--- src/rtl/fetch_stage.sv ---
// rtl/fetch_stage.sv - LoongArch IF stage: one-outstanding inst SRAM fetch, redirects, fs2ds handoff
// Optional FS_ADEF_EN: misaligned fetch addresses skip SRAM and raise adef on fs2ds_bus.
`ifndef FS2DS_BUS_LEN
`ifdef FS_ADEF_EN
`define FS2DS_BUS_LEN 65
`else
`define FS2DS_BUS_LEN 64
`endif
`endif

module fetch_stage #(
   parameter logic [31:0] RESET_PC = 32'h1C00_0000
) (
   input  logic                      clk,
   input  logic                      reset,
   input  logic                      ds_allowin,
   output logic                      fs2ds_valid,
   output logic [`FS2DS_BUS_LEN-1:0] fs2ds_bus,
   input  logic [32:0]               br_zip,
   input  logic                      wb_ex,
   input  logic [31:0]               ex_entry,
   output logic                      inst_sram_req,
   output logic                      inst_sram_wr,
   output logic [1:0]                inst_sram_size,
   output logic [3:0]                inst_sram_wstrb,
   output logic [31:0]               inst_sram_addr,
   output logic [31:0]               inst_sram_wdata,
   input  logic                      inst_sram_addr_ok,
   input  logic                      inst_sram_data_ok,
   input  logic [31:0]               inst_sram_rdata
);

   typedef enum logic [1:0] {S_REQ, S_WAIT, S_VALID} state_t;

   state_t                    state_q, state_d;
   logic [31:0]               pc_q, pc_d;
   logic [31:0]               fetch_pc_q, fetch_pc_d;
   logic [31:0]               redir_pc_q, redir_pc_d;
   logic                      redir_valid_q, redir_valid_d;
   logic                      drop_q, drop_d;
   logic                      valid_q, valid_d;
   logic [`FS2DS_BUS_LEN-1:0] bus_q, bus_d;
   logic                      first_q;

   logic                      redirect;
   logic [31:0]               redirect_pc;
   logic [31:0]               req_addr;
   logic                      hs;
   logic [`FS2DS_BUS_LEN-1:0] data_bus;

   // A redirect seen on the first clock after reset release is stale and ignored.
   assign redirect    = (wb_ex | br_zip[32]) & ~first_q;
   assign redirect_pc = wb_ex ? ex_entry : br_zip[31:0];
   assign req_addr    = redir_valid_q ? redir_pc_q : pc_q;
   assign hs          = inst_sram_req & inst_sram_addr_ok;

`ifdef FS_ADEF_EN
   logic                      misaligned;
   logic [`FS2DS_BUS_LEN-1:0] adef_bus;
   assign misaligned    = |req_addr[1:0];
   assign adef_bus      = {1'b1, req_addr, 32'h0};
   assign data_bus      = {1'b0, fetch_pc_q, inst_sram_rdata};
   assign inst_sram_req = (state_q == S_REQ) & ~misaligned & ~reset;
`else
   assign data_bus      = {fetch_pc_q, inst_sram_rdata};
   assign inst_sram_req = (state_q == S_REQ) & ~reset;
`endif

   assign inst_sram_addr  = req_addr;
   assign inst_sram_wr    = 1'b0;
   assign inst_sram_size  = 2'b10;
   assign inst_sram_wstrb = 4'h0;
   assign inst_sram_wdata = 32'h0;
   assign fs2ds_valid     = valid_q;
   assign fs2ds_bus       = bus_q;

   always_comb begin
      state_d       = state_q;
      pc_d          = pc_q;
      fetch_pc_d    = fetch_pc_q;
      redir_pc_d    = redir_pc_q;
      redir_valid_d = redir_valid_q;
      drop_d        = drop_q;
      valid_d       = valid_q;
      bus_d         = bus_q;

      if (redirect) begin
         redir_valid_d = 1'b1;
         redir_pc_d    = redirect_pc;
      end

      case (state_q)
         S_REQ: begin
            if (redirect) begin
               // The accepted request is already wrong-path; its data must be discarded.
               if (hs) begin
                  fetch_pc_d = req_addr;
                  drop_d     = 1'b1;
                  state_d    = S_WAIT;
               end
`ifdef FS_ADEF_EN
            end else if (misaligned) begin
               bus_d         = adef_bus;
               valid_d       = 1'b1;
               redir_valid_d = 1'b0;
               pc_d          = req_addr + 32'd4;
               state_d       = S_VALID;
`endif
            end else if (hs) begin
               fetch_pc_d    = req_addr;
               redir_valid_d = 1'b0;
               state_d       = S_WAIT;
            end
         end
         S_WAIT: begin
            if (inst_sram_data_ok) begin
               if (drop_q || redirect) begin
                  drop_d  = 1'b0;
                  state_d = S_REQ;
               end else begin
                  bus_d   = data_bus;
                  valid_d = 1'b1;
                  pc_d    = fetch_pc_q + 32'd4;
                  state_d = S_VALID;
               end
            end else if (redirect) begin
               drop_d = 1'b1;
            end
         end
         S_VALID: begin
            if (redirect || ds_allowin) begin
               valid_d = 1'b0;
               state_d = S_REQ;
            end
         end
         default: state_d = S_REQ;
      endcase
   end

   always_ff @(posedge clk or posedge reset) begin
      if (reset) begin
         state_q       <= S_REQ;
         pc_q          <= RESET_PC;
         fetch_pc_q    <= 32'h0;
         redir_pc_q    <= 32'h0;
         redir_valid_q <= 1'b0;
         drop_q        <= 1'b0;
         valid_q       <= 1'b0;
         bus_q         <= '0;
         first_q       <= 1'b1;
      end else begin
         state_q       <= state_d;
         pc_q          <= pc_d;
         fetch_pc_q    <= fetch_pc_d;
         redir_pc_q    <= redir_pc_d;
         redir_valid_q <= redir_valid_d;
         drop_q        <= drop_d;
         valid_q       <= valid_d;
         bus_q         <= bus_d;
         first_q       <= 1'b0;
      end
   end

endmodule

--- config.mk ---
export PLATFORM = sky130hd
export DESIGN_NAME = fetch_stage
export DESIGN_NICKNAME = d
export VERILOG_FILES = /design/src/rtl/fetch_stage.sv
export SDC_FILE = /design/constraint.sdc
export NUM_CORES = 1
export LEC_CHECK = 0
export CORE_ASPECT_RATIO = 1.75
export CORE_MARGIN = 5
export CORE_UTILIZATION = 35
export DETAILED_ROUTE_END_ITERATION = 7
export PLACE_DENSITY_LB_ADDON = 0.08
export SLEW_MARGIN = 15
export SYNTH_ARGS = -nofsm -noshare
export SYNTH_HDL_FRONTEND = slang
export SYNTH_SLANG_ARGS = --single-unit
--- constraint.sdc ---
create_clock -name clk -period 5.8 [get_ports clk]
set_input_delay 1.16 -clock clk [delete_from_list [all_inputs] [get_ports clk]]
set_output_delay 1.16 -clock clk [all_outputs]
set_load 0.05 [all_outputs]
Word-level counts from Yosys, hierarchy flattened
Index checks and enable logic that the tools add are counted.
Word-level totals
  word-level logic and storage cells: 57
  output and inout port bits: 137
  register bits: 166
  input bits: 103
Operators by class
  reductions and logical operators: 10
  add/subtract/negate cells: 1
  multiplexer cells: 21
  bitwise gates (word level): 7
  eq/ne operators: 9
Operators by type and width (number)
  32-bit 2-to-1 mux: 2
  32-bit by 3-bit adder with 32-bit output, second input constant: 1
  1-bit 2-to-1 mux: 12
  2-bit inequality test, second input constant: 5
  2-bit 2-to-1 mux: 4
  3-bit inequality test, second input constant: 2
  2-bit case mux with 3 select lines: 1
  3-bit AND reduction: 2
  5-bit AND reduction: 1
  1-bit case mux with 2 select lines: 2
  4-bit AND reduction: 1
  2-bit nonzero test: 2
  1-bit AND: 3
  1-bit inverter: 3
  2-bit by 1-bit == test with 1-bit output, second input constant: 1
  2-bit == test, second input constant: 1
  2-bit zero test: 1
  1-bit logical OR: 2
  2-bit AND reduction: 1
  1-bit bitwise OR: 1

Logic depth before layout (Yosys ltp)
Gate-level depths: netlist of run 1.
  depth after elaboration: 6
  gate-level depth with buffers: 9
  gate-level depth less buffers: 6

Worst setup path after synthesis of run 1
Ideal clock, no wire load.
  path kind: input -> output
  start point: in reset
  end point: out inst_sram_req
  path buffers: 0
  slack: 2.405 ns
  required time: 4.640 ns
  cell stages on the path: 1
  arrival: 2.235 ns
  cells stage by stage: nor3_1
On the way
  cells in the longest elaborated chain, start to end: 2
RTL lines
  from (decl): line 15  | input logic reset,
  1-bit inverter: line 66  | assign inst_sram_req = (state_q == S_REQ) & ~reset;
  1-bit AND: line 66
  to (decl): line 22  | output logic inst_sram_req,
No other way between the ends.

Worst setup path in the final report of run 1
Same ends and word-level chain as after synthesis.

==> flow_summary.yaml, run 1 <==
finish:
  n_antenna_cell: 0
  nNetsFinal: 1053
  drive_gt1_share_pct: 8.97
  area_delta_synth_final_pct: 35.1
clock_tree:
  postCtsResizedCells: 0
  cts-root-buf: "clkbuf_16"
  clock_latency_ns: 0.42
  htree_num_levels: 4
  path_clk_slew_ns: 0.06
  cts_tree: "done"
  cts_num_sinks: 164
  cts_hold_buffers: 0
  cts_buffers: 17
  cts.path.max_buffers: 2
  cts_setup_buffers: 0
timing:
  period_needed_ns: 3.92
  clock.fmax_mhz: 255
  setup_viol: 0
  fin_crit_sh_pct: 67.6
  whs_ns: 0.463
  worst_slew_pin_slew_ns: 1.04
  finClkSkew_ns: 0.00656
  timing.setup.tns_ns: 0
  maxSlewHeadroom_pct: 30.8
  maxSlewViolCount: 0
  hold_viol: 0
  rsz0062_at_grt: "no"
  worst_slack_ns: 1.88
logic_synthesis:
  netlist_instances: 769
  ys_ff_latch: 164
  async_flop_share_pct: 100
  syn-cell-area_mm2: 0.00762
  yosys_warnings: 0
  synth-seq-area-share_pct: 53.9
  synth_edf_count: 0
  synth.avg_cell_area_um2: 9.91
  ys_dominant_reg_cell: "dfrtp_1"
  synth_cell_types: 38
die:
  fp.dieH_um: 205
  start_util_pct: 35.4
  core_mm2: 0.0215
  row_count: 71
  die_w_um: 122
  die_area_mm2: 0.0249
  io_pins: 240
drt:
  num_vias: 5692
  routed_wl_mm: 20.6
  drc: 0
  drtIter0Drc: 263
  route.antenna.remaining_nets: 0
  wl_per_cell_um: 16.4
  routed_via_density: 4.55
  dr.pass1.iters: 6
placed_design:
  io_buffers: 200
  dp_hpwl_mm: 14.4
  gp_congestion: 0.731
  place_ws_ns: 1.90
hold_path:
  hold_path.class: "reg -> reg"
  hold_start: "pc_q[27]$_DFFE_PP1P_"
  hold_path_end: "pc_q[27]$_DFFE_PP1P_"
  min_path_cells: 2
critical_path:
  startpoint_type: "primary input"
  r2r-end: "pc_q[16]$_DFFE_PP0P_"
  path_max_fanout: 3
  crit_type: "in -> out"
  arrival_ns: 2.76
  cpPeakStageDelay_ns: 0.86
  rrSetupSlack_ns: 3.53
  cp.buffers_inverters: 2
  cp_top_family: "buffers and inverters"
  reg2reg_depth: 5
  worstPathRequired_ns: 4.64
  worst-path-stages: 3
  path_cells: "clkdlybuf4s50_1 -> nor3_1 -> clkdlybuf4s50_1"
  end_kind: "primary output"
  rr_startpoint: "first_q$_DFF_PP1_"
  slowest_stage: "clkdlybuf4s50_1"
  crit_path_frequent_cell: "clkdlybuf4s50_1"
power_and_ir_drop:
  p_leak_nw: 4.69
  ir_drop_mv: 0.306
  power.density_mw_per_mm2: 538
global_routing:
  grt_pass1_wl_mm: 32.3
  antenna_found_initial: 0
  grt_usage_pct: 16.8
  grt_max_degree: 82
  overflow: 0
  grt_pass1_vias: 5933
flow_run:
  cap_violations: 0
run_status:
  status: "finished clean"
## cell type report
class                      count  area, um^2
multi-input combinational    554        3160
fill                        2076       11200
inverter                       4        20.0
sequential                   164        4110
clock buffer                  24         482
timing repair buffer         208        2060
tap                          292         365
clock inverter                 5         100
## stage by stage
step	instances	util (%)	area [um^2]	power [mW]
2_1_floorplan	807	-	7760	3.59
3_3_place_gp	1222	45.2	9710	4.43
3_5_place_dp	1222	45.2	9710	4.45
4_1_cts	1251	47.9	10300	5.62
5_1_grt	1251	47.9	10300	5.84
6_report	1251	47.9	10300	5.53
## cells in the final DEF, fill, tap and decap left out, types with 13 or more instances in the layout
cell type	netlist	final
xor2_1	18	18
conb_1	2	40
mux2i_1	32	32
mux2_2	36	36
nand2_1	260	260
dfrtp_1	160	159
nor2_1	13	13
mux2_1	26	26
clkbuf_16	0	17
clkdlybuf4s50_1	0	199
o21ai_1	66	66
nand3_1	14	14
## cells by family (layout without fill, tap and decap cells)
logic type | count (synthesis) | after routing | synth area share (%)
AOI/OAI and AO/OA | 70 | 70 | 4.71
and+or+nand+nor | 321 | 321 | 17.8
buffers and inverters | 89 | 241 | 6.68
other | 2 | 40 | 0.0986
DFF | 164 | 164 | 53.9
xor gates and xnor gates | 28 | 28 | 3.22
adders and majority gates | 1 | 1 | 0.164
muxes | 94 | 94 | 13.4
## cells in the mapped netlist, drive strengths merged, types with 3 or more instances
master,count,area [um^2]
mux2,62,698
nor2,13,48.8
nor3,7,55.1
xor2,18,158
nand4,13,96.3
dfrtp,160,4000
clkbuf,27,101
nand2,260,976
xnor2,10,87.6
mux2i,32,320
and3,3,18.8
nand3,14,70.1
buf,58,393
o21ai,66,330
dfstp,4,105
inv,3,11.3
## power by group
part	internal (mW)	switching, mW
Sequential	1.61	0.383
Combinational	0.842	1.56
Clock	0.704	0.436
## worst reg2reg max path, delay by kind of cell (launching register included)
kind                   cells  cell delay [ns]
AND/OR/NAND/NOR            3             1.25
buffers and inverters      1             0.49
flip-flops                 1             0.36
AO/OA/AOI/OAI              1             0.09
## registers in the layout, summed over array words and instances, names as in the netlist
register       cells
fs2ds_bus         62
fetch_pc_q        32
pc_q              32
redir_pc_q        32
state_q            2
drop_q             1
first_q            1
fs2ds_valid        1
redir_valid_q      1
## layer usage
metal  GRT usage [%]  part of all wire (%)  up-vias
met5               0                     0        -
met4            4.89                   1.2        0
met3            5.56                   7.4       16
met2            30.1                    53      170
met1            18.8                    39     2710
li1                -                     -     2796
## worst max-delay path by stage
stage / slack [ns] / endpoint / startpoint
after global placement: 1.93 / inst_sram_req / reset
after floorplan: 0.21 / drop_q$_DFFE_PP0P_ / reset
after global routing: 1.82 / inst_sram_req / reset
after CTS: 1.88 / inst_sram_req / reset
final: 1.88 / inst_sram_req / reset
after detailed placement: 1.90 / inst_sram_req / reset
Power figures use the tool's default switching activity.
==> run 2: changes to the inputs <==
Clock period 5.8 ns to 3.6 ns, I/O delays scaled along.
==> run 2 against run 1 <==
  * Critical path depth did not move
  * Power increased by 61%
  * Non-clock buffer count up 4
  * Core utilization up 0.49 points
  * Worst setup slack got worse by 1.4 ns
  * Flip-flop and latch count did not move
  * Combinational power rose by 61%
  * Via count down 0.14%
  * Count of clock-buffer cells in the layout decreased by 4
  * Sequential power is 61% higher
  * Design area up 1.0%
  * Die area is the same
  * Critical endpoint is now inst_sram_addr[28]
  * Largest power group unchanged
==> flow_summary.yaml, run 2 (synthesized netlist as in run 1, its figures left out) <==
drt:
  drc: 0
  wl_per_cell_um: 16.1
  routed_via_density: 4.52
  routed_wl_mm: 20.3
  num_vias: 5684
  drtIter0Drc: 200
  route.antenna.remaining_nets: 0
  dr.pass1.iters: 4
critical_path:
  slowest_stage: "clkdlybuf4s50_1"
  cpPeakStageDelay_ns: 0.74
  startpoint_type: "register"
  worst-path-stages: 3
  cp_top_family: "buffers and inverters"
  crit_type: "reg -> out"
  rrSetupSlack_ns: 1.40
  r2r-end: "pc_q[28]$_DFFE_PP1P_"
  path_cells: "buf_12 -> mux2_2 -> clkdlybuf4s50_1"
  end_kind: "primary output"
  rr_startpoint: "fetch_pc_q[3]$_DFFE_PP0P_"
  cp.buffers_inverters: 2
  arrival_ns: 2.42
  path_max_fanout: 18
  worstPathRequired_ns: 2.88
  reg2reg_depth: 6
clock_tree:
  cts-root-buf: "clkbuf_16"
  postCtsResizedCells: 0
  cts_setup_buffers: 0
  cts_hold_buffers: 0
  cts_num_sinks: 164
  clock_latency_ns: 0.42
  path_clk_slew_ns: 0.06
  cts_tree: "done"
  htree_num_levels: 4
  cts_buffers: 17
  cts.path.max_buffers: 2
hold_path:
  hold_start: "pc_q[28]$_DFFE_PP1P_"
  min_path_cells: 2
  hold_path.class: "reg -> reg"
  hold_path_end: "pc_q[28]$_DFFE_PP1P_"
finish:
  largest_reg_flops: 62
  layout_commonest_cell: "nand2_1"
  nNetsFinal: 1057
  final_cell_mix: "260 x nand2_1, 199 x clkdlybuf4s50_1, 159 x dfrtp_1, 66 x o21ai_1, 40 x conb_1"
  final-instance-count-excl-fill: 1258
  n_antenna_cell: 0
  area_delta_synth_final_pct: 36.5
  drive_gt1_share_pct: 10.0
  fillCellCount: 2080
  seq_area_mm2: 0.00411
  multi_input_area_mm2: 0.00316
  final_util_pct: 48.4
  postLayoutCellArea_mm2: 0.0104
power_and_ir_drop:
  power.density_mw_per_mm2: 857
  ir_drop_mv: 0.447
  p_leak_nw: 4.74
  total_power_mw: 8.91
timing:
  clock.fmax_mhz: 318
  maxSlewHeadroom_pct: 42.4
  hold_viol: 0
  period_needed_ns: 3.14
  timing.setup.tns_ns: 0
  rsz0062_at_grt: "no"
  worst_slew_pin_slew_ns: 0.864
  whs_ns: 0.458
  finClkSkew_ns: 0.00696
  worst_slack_ns: 0.457
  fin_crit_sh_pct: 87.3
  setup_viol: 0
  maxSlewViolCount: 0
die:
  die_w_um: 122
  core_mm2: 0.0215
  die_area_mm2: 0.0249
  io_pins: 240
  fp.dieH_um: 205
  start_util_pct: 35.4
  row_count: 71
global_routing:
  grt_pass1_vias: 6006
  overflow: 0
  antenna_found_initial: 0
  grt_pass1_wl_mm: 32.1
  grt_usage_pct: 16.6
  grt_max_degree: 66
placed_design:
  place_area_mm2: 0.00980
  dp_hpwl_mm: 14.3
  post-place-cells: 1226
  gp_congestion: 0.719
  place_ws_ns: 0.628
  io_buffers: 200
run_status:
  status: "finished clean"
flow_run:
  cap_violations: 0
-- run 2: routing by layer --
| layer | GRT usage [%] | wire, um | up-vias |
|---|---|---|---|
| li1 | - | - | 2801 |
| met1 | 18.2 | 7630 | 2700 |
| met2 | 30.0 | 10800 | 163 |
| met3 | 5.42 | 1460 | 20 |
| met4 | 5.45 | 362 | 0 |
| met5 | 0 | 0 | - |
-- run 2: cell type report --
| cell class | count | area share [%] |
|---|---|---|
| clock inverters | 12 | 1.25 |
| flip-flops and latches | 164 | 39.5 |
| multi-input cells | 554 | 30.4 |
| inverters | 4 | 0.181 |
| well taps | 292 | 3.51 |
| repair buffers | 212 | 20.7 |
| clock buffers | 20 | 4.49 |
-- run 2: power by group --
group / switching [mW] / leakage (nW) / internal, mW / total (mW)
Sequential: 0.612 / 2.06 / 2.59 / 3.20
Clock: 0.743 / 0.292 / 1.08 / 1.82
Combinational: 2.52 / 2.39 / 1.37 / 3.89
-- run 2: tightest hold or removal path: cells and delay by family (launching register included) --
| family | cells | cell delay (ns) |
|---|---|---|
| AO/OA/AOI/OAI | 1 | 0.05 |
| flip-flops | 1 | 0.37 |
| AND/OR/NAND/NOR | 1 | 0.04 |
-- run 2: worst max path at each step --
stage | slack, ns | end | start
3_3_place_gp | 0.64 | inst_sram_req | reset
6_report | 0.46 | inst_sram_addr[28] | redir_valid_q$_DFF_PP0_
2_1_floorplan | 0.70 | fetch_pc_q[10]$_DFFE_PP0P_ | reset
4_1_cts | 0.40 | inst_sram_addr[31] | redir_valid_q$_DFF_PP0_
3_5_place_dp | 0.63 | inst_sram_req | reset
5_1_grt | 0.38 | inst_sram_addr[28] | redir_valid_q$_DFF_PP0_
